$ cat config.mk
export PLATFORM = sky130hd
export DESIGN_NAME = apb_master_core
export DESIGN_NICKNAME = d
export VERILOG_FILES = /design/src/rtl/apb_master_core.sv
export SDC_FILE = /design/constraint.sdc
export NUM_CORES = 1
export LEC_CHECK = 0
export ABC_AREA = 1
export BUFFER_PORTS_ARGS = -buffer_cell sky130_fd_sc_hd__buf_2
export CORE_AREA = 5 5 109 111
export DETAILED_ROUTE_END_ITERATION = 8
export DIE_AREA = 0 0 114 116
export PLACE_DENSITY = 0.8
export SLEW_MARGIN = 15
export SYNTH_ARGS = -nofsm -noshare
export SYNTH_HDL_FRONTEND = slang
export SYNTH_SLANG_ARGS = --single-unit
$ cat constraint.sdc
create_clock -name clk -period 1.55 [get_ports clk]
set_input_delay 0.31 -clock clk [delete_from_list [all_inputs] [get_ports clk]]
set_output_delay 0.31 -clock clk [all_outputs]
set_load 0.02 [all_outputs]
$ cat src/rtl/apb_master_core.sv
// APB requester: turns a valid/ready command stream into APB
// SETUP/ACCESS transfers, one pulsed response per command.
module apb_master_core #(
  parameter int APB_BUS_W   = 32,
  parameter int APB_ADDR_W  = 32,
  parameter int TIMEOUT_CYC = 16
) (
  input  logic                  clk,
  input  logic                  reset_n,
  input  logic                  cmd_valid,
  output logic                  cmd_ready,
  input  logic [APB_ADDR_W-1:0] cmd_addr,
  input  logic                  cmd_write,
  input  logic [APB_BUS_W-1:0]  cmd_wdata,
  output logic                  rsp_valid,
  output logic [APB_BUS_W-1:0]  rsp_rdata,
  output logic                  rsp_err,
  output logic [APB_ADDR_W-1:0] paddr,
  output logic [APB_BUS_W-1:0]  pwdata,
  output logic                  pwrite,
  output logic                  psel,
  output logic                  penable,
  input  logic                  pready,
  input  logic [APB_BUS_W-1:0]  prdata
);

  localparam int CW =
    (TIMEOUT_CYC > 0) ? $clog2(TIMEOUT_CYC + 1) : 1;
  localparam bit TO_EN = (TIMEOUT_CYC > 0);
  localparam logic [CW-1:0] CNT_MAX =
    CW'((TIMEOUT_CYC > 0) ? TIMEOUT_CYC - 1 : 0);

  typedef enum logic [1:0] {
    IDLE,
    SETUP,
    ACCESS
  } state_t;

  state_t state_q, state_d;
  logic [CW-1:0] cnt_q, cnt_d;

  logic [APB_ADDR_W-1:0] paddr_d;
  logic [APB_BUS_W-1:0]  pwdata_d;
  logic                  pwrite_d;
  logic                  rsp_valid_d;
  logic                  rsp_err_d;
  logic [APB_BUS_W-1:0]  rsp_rdata_d;

  // Bus controls decode straight from the state flop
  assign cmd_ready = (state_q == IDLE);
  assign psel      = (state_q != IDLE);
  assign penable   = (state_q == ACCESS);

  always_comb begin
    state_d     = state_q;
    cnt_d       = cnt_q;
    paddr_d     = paddr;
    pwdata_d    = pwdata;
    pwrite_d    = pwrite;
    rsp_valid_d = 1'b0;
    rsp_err_d   = 1'b0;
    rsp_rdata_d = '0;
    unique case (state_q)
      IDLE: begin
        if (cmd_valid) begin
          paddr_d  = cmd_addr;
          pwdata_d = cmd_wdata;
          pwrite_d = cmd_write;
          state_d  = SETUP;
        end
      end
      SETUP: begin
        cnt_d   = '0;
        state_d = ACCESS;
      end
      ACCESS: begin
        if (pready) begin
          rsp_valid_d = 1'b1;
          rsp_rdata_d = pwrite ? '0 : prdata;
          state_d     = IDLE;
        end else if (TO_EN && cnt_q == CNT_MAX) begin
          rsp_valid_d = 1'b1;
          rsp_err_d   = 1'b1;
          state_d     = IDLE;
        end else if (TO_EN) begin
          cnt_d = cnt_q + 1'b1;
        end
      end
      default: state_d = IDLE;
    endcase
  end

  always_ff @(posedge clk or negedge reset_n) begin
    if (!reset_n) begin
      state_q   <= IDLE;
      cnt_q     <= '0;
      paddr     <= '0;
      pwdata    <= '0;
      pwrite    <= 1'b0;
      rsp_valid <= 1'b0;
      rsp_err   <= 1'b0;
      rsp_rdata <= '0;
    end else begin
      state_q   <= state_d;
      cnt_q     <= cnt_d;
      paddr     <= paddr_d;
      pwdata    <= pwdata_d;
      pwrite    <= pwrite_d;
      rsp_valid <= rsp_valid_d;
      rsp_err   <= rsp_err_d;
      rsp_rdata <= rsp_rdata_d;
    end
  end

endmodule
Yosys cells after proc, flatten, opt, wreduce, memory -nomap -nowiden
Cells that the tools add are included.

cells by class
  eq/ne operators = 7
  $add $sub $neg = 1
  muxes and demuxes = 15
  reductions and logical operators = 6

operators with widths
  cell                                                              count
  32-bit two-way mux                                                3
  5-bit two-way mux                                                 2
  5-bit case mux with 2 select lines                                1
  2-bit two-way mux                                                 3
  2-bit != test (second input constant)                             3
  2-bit case mux with 3 select lines                                1
  5-bit by 1-bit adder with 5-bit output (second input constant)    1
  5-bit by 4-bit == test with 1-bit output (second input constant)  1
  1-bit two-way mux                                                 5
  2-bit AND reduction                                               2
  2-bit nonzero test                                                2
  3-bit by 1-bit != test with 1-bit output (second input constant)  1
  3-bit AND reduction                                               1
  2-bit by 1-bit == test with 1-bit output (second input constant)  1
  2-bit == test (second input constant)                             1
  2-bit logical NOT                                                 1

word-level totals
  output and inout port bits = 102
  flip-flop bits (word level) = 106
  input bits = 101

Depth between registers and ports, before layout
  depth in word-level cells = 4
  mapped depth = 10
  depth with buffers taken out = 10

Worst setup path after synthesis
No wires, ideal clock.

  path type = flip-flop to flip-flop
  from = register state_q[0]
  to = register paddr[0]
  setup time = 125 ps
  setup slack = -36 ps
  arrival = 1,461 ps
  clock period less this slack = 1,586 ps
  cell stages (with the launch flop) = 7
  required time = 1,425 ps
  cells stage by stage = dfrtp_1 > inv_1 > ha_1 > nand2_1 > buf_6 > buf_6 > mux2_4

between the ends
  word-level cells in the longest chain between the ends = 2

RTL lines
  what                           RTL line  RTL
  start, declared                39        state_t state_q, state_d;
  start signal, assigned         104       state_q <= state_d;
  2-bit logical NOT              -
  via cmd_ready                  11        output logic cmd_ready,
  2-bit AND reduction (no line)  -
  end signal, assigned           106       paddr <= paddr_d;
  end, declared                  18        output logic [APB_ADDR_W-1:0] paddr,

The timed path passes the listed nets, and every way through them passes these cells.
A chain may end at the register's enable or synchronous reset.

Worst setup path in the final report
  from = register state_q[0]
  to = output cmd_ready

between the ends
  word-level cells in the longest chain between the ends = 1

RTL lines
  what               RTL line  RTL
  2-bit logical NOT  50        assign cmd_ready = (state_q == IDLE);
  end, declared      11

Every way passes these cells.

==> impl_metrics.py <==
metrics = {
    "status": {
        "result_of_the_run": "finished clean",
    },
    "finish": {
        "share_of_cells_above_drive_strength_1_pct": 61.2,
        "fill_cells": 891,
        "multi_input_area_sq_mm": 0.00147,
        "final_core_util_pct": 54.1,
        "num_antenna_cells": 0,
        "area.growth.synth_to_final_pct": 37.4,
        "nets_finish": 629,
        "area.sequential_sq_mm": 0.00265,
    },
    "route": {
        "drtPass1Iterations": 4,
        "maxUsedRoutingLayer": "met4",
        "vias_per_cell": 4.54,
        "detailed_route_drc_error_count": 0,
        "mean_routed_wirelength_per_cell_um": 16.0,
        "drt_iter0_drcs": 93,
        "routed_wirelength_um": 10700,
        "met2_length_um": 5150,
        "antenna_violating_nets_post_route": 0,
        "detail_route.wirelength.met1_um": 4330,
        "dr_total_vias": 3022,
        "routed-wl-met3_um": 992,
    },
    "sta": {
        "timing.final.max_slew_violations": 0,
        "final-setup-viol-count": 0,
        "timing.slew.headroom_pct": 63.7,
        "final.hold.worst_slack_ps": 10.5,
        "timing_worst_slew_pin_value_ps": 544,
        "finalCritPeriodShare_pct": 99.3,
        "final_hold_violating_endpoints": 0,
        "finalClockSkew_ps": 8.25,
        "layout_min_cycle_time_ps": 1540,
        "max_freq_mhz": 650,
        "rsz0062_at_grt": "yes",
    },
    "synthesis": {
        "syn_area_sq_mm": 0.00421,
        "synth_simple_gate_area_share_pct": 8.71,
        "synth.net_count": 408,
        "synth-xor-area-share_pct": 0,
        "yosysWarningCount": 0,
        "syn-instance-count": 300,
        "postSynthAreaPerCell_sq_um": 14.0,
        "synth.yosys.seq_area_share_pct": 63.0,
        "synth.mux.area_fraction_pct": 21.8,
        "yosys.area_share.adder_pct": 2.08,
        "synth_top_area_cell": "sky130_fd_sc_hd__dfrtp_1",
        "synth_seq_cells": 106,
        "synth_compound_area_share_pct": 0.743,
        "yosys-top-cells-area": "sky130_fd_sc_hd__dfrtp_1, sky130_fd_sc_hd__mux2_4, sky130_fd_sc_hd__nand2_1",
        "synthDistinctLibCells": 20,
        "combinational_family_with_the_most_area_after_synthesis": "multiplexers",
        "proportion_of_netlist_area_held_by_the_largest_area_contributor_pct": 63.0,
    },
    "place": {
        "post-dp-hpwl_um": 7880,
        "port-buffer-count": 202,
        "place_congestion": 0.822,
    },
    "floorplan": {
        "floorplan.initialDensity_pct": 39.4,
        "placeable_core_region_sq_mm": 0.0107,
        "dieArea_sq_mm": 0.0132,
        "die_w_um": 114,
        "row_count": 38,
        "die_height_um": 116,
        "pin_count": 203,
    },
    "global_routing": {
        "grt_overflow": 0,
        "grt_start_max_net_pins": 107,
        "global_route.usage.total_pct": 15.7,
        "antenna_violations_before_repair": 0,
        "grt_pass1_wl_um": 16400,
        "grt_pass1_vias": 3285,
    },
    "critical_path": {
        "startpoint_type": "flip-flop",
        "timing.critical_path.arrival_ps": 1230,
        "end_kind": "primary output",
        "setup.worst_path.class": "reg2out",
        "worstPathMaxFanout": 3,
        "worst-endpoint-required_ps": 1240,
    },
    "clocking": {
        "cts_sinks": 106,
        "worst_setup_hold_path_clk_slew_ps": 100,
        "clock-root-buffer": "sky130_fd_sc_hd__clkbuf_8",
        "worst_skew_pair.late_latency_ps": 360,
        "cts_made_buffers": 9,
        "clock_tree.buffer_depth": 2,
        "tritoncts_clock_tree": "yes",
        "h-tree-depth": 3,
    },
    "flow_run": {
        "max_cap_viol_count": 0,
    },
    "min_path": {
        "worstHoldPathType": "in2async",
    },
    "power_and_ir_drop": {
        "p_leak_uw": 0.00319,
        "vdd_ir_drop_max_mv": 0.991,
        "cell_pwr_density_mw_per_mm2": 1960,
    },
}
-- through the flow --
stage	std cells	worst slack [ps]	total power, uW	area [sq um]	TNS, ps
floorplan	300	33.4	7750	4210	0
global placement	638	58.8	9320	5440	0
detailed placement	638	-66.2	9500	5440	-270
CTS	662	1.57	11400	5730	0
global route	666	-46.2	12000	5780	-129
finish	666	11.4	11300	5780	0
-- worst max-delay path: stages, from the launching register on --
cell	delay [ps]
sky130_fd_sc_hd__dfrtp_1	410
sky130_fd_sc_hd__inv_2	120
sky130_fd_sc_hd__ha_4	170
sky130_fd_sc_hd__clkbuf_4	180
-- flip-flops by register name (all words and copies together) (netlist names) --
name,flops
pwrite,1
pwdata,32
cnt_q,5
paddr,32
rsp_err,1
rsp_rdata,32
rsp_valid,1
state_q,2
-- synth_stat cells --
master / n
sky130_fd_sc_hd__dfrtp_1: 106
sky130_fd_sc_hd__mux2_4: 50
sky130_fd_sc_hd__nand2_1: 48
sky130_fd_sc_hd__nor2_1: 34
sky130_fd_sc_hd__mux2_2: 15
sky130_fd_sc_hd__inv_1: 9
sky130_fd_sc_hd__ha_1: 7
sky130_fd_sc_hd__buf_6: 6
sky130_fd_sc_hd__clkbuf_1: 4
sky130_fd_sc_hd__o21ai_0: 4
sky130_fd_sc_hd__buf_4: 3
sky130_fd_sc_hd__nand3_1: 3
sky130_fd_sc_hd__nand4_1: 3
sky130_fd_sc_hd__buf_2: 2
sky130_fd_sc_hd__inv_2: 1
sky130_fd_sc_hd__nand3b_1: 1
sky130_fd_sc_hd__nor2_4: 1
sky130_fd_sc_hd__o21ai_1: 1
sky130_fd_sc_hd__o22ai_1: 1
sky130_fd_sc_hd__or2_2: 1
-- timing repair --
action | CTS | global route
gates resized for setup | 15 | 8
buffers inserted | 8 | 4
setup endpoints to repair | 10 | 9
hold buffers | 0 | 0
pin swaps | 3 | 2
-- placed cells by master, fill, tap and decap left out, types with 2 or more instances in the layout --
cell type                  netlist  routed
sky130_fd_sc_hd__buf_6           6       3
sky130_fd_sc_hd__dfrtp_1       106     106
sky130_fd_sc_hd__ha_4            0       3
sky130_fd_sc_hd__clkbuf_8        0      10
sky130_fd_sc_hd__nand3_1         3       3
sky130_fd_sc_hd__nand4_1         3       3
sky130_fd_sc_hd__mux2_2         15      15
sky130_fd_sc_hd__nand2_2         0       2
sky130_fd_sc_hd__inv_1           9       5
sky130_fd_sc_hd__nand2_1        48      44
sky130_fd_sc_hd__inv_2           1       5
sky130_fd_sc_hd__nand2_4         0       2
sky130_fd_sc_hd__buf_4           3      18
sky130_fd_sc_hd__clkinv_4        0       2
sky130_fd_sc_hd__o21ai_0         4       3
sky130_fd_sc_hd__buf_12          0       5
sky130_fd_sc_hd__buf_2           2     198
sky130_fd_sc_hd__ha_1            7       3
sky130_fd_sc_hd__mux2_4         50      50
sky130_fd_sc_hd__nor2_1         34      33
-- layer usage --
| metal | track usage, % | up-vias |
|---|---|---|
| met2 | 26.1 | 138 |
| met3 | 4.60 | 16 |
| met5 | 0 | - |
| li1 | - | 1413 |
| met4 | 6.10 | 0 |
| met1 | 19.4 | 1455 |
-- kinds of logic after synthesis --
logic type      Yosys count
compound gates            6
fa+ha+maj                 7
buf+inv                  25
flops                   106
mux                      65
simple gates             91
-- area by class of cell --
type | count | share of cell area [%]
Clock buffer | 11 | 2.44
Clock inverter | 5 | 0.671
Inverter | 10 | 0.649
Multi-Input combinational cell | 169 | 25.4
Sequential cell | 106 | 45.9
Tap cell | 140 | 3.03
Timing Repair Buffer | 225 | 21.9
-- report_power, final --
group / total [uW] / internal, uW / switching (uW)
registers: 4310 / 3740 / 570
logic: 5470 / 2600 / 2870
clock network: 1570 / 639 / 927
total: 11300 / 6990 / 4360
-- worst paths after layout --
path	startpoint	to	slack, ps	depth (start not counted)
worst max-delay path	state_q[0]	cmd_ready	10	3
worst min-delay path	reset_n	paddr[9]	10	2
worst max register to register	state_q[1]	paddr[26]	60	5
worst min register to register	paddr[29]	paddr[29]	510	1
max in group asynchronous	reset_n	rsp_rdata[13]	1130	2
min in group clk	pready	rsp_err	130	2
(Power assumes the default switching activity.)
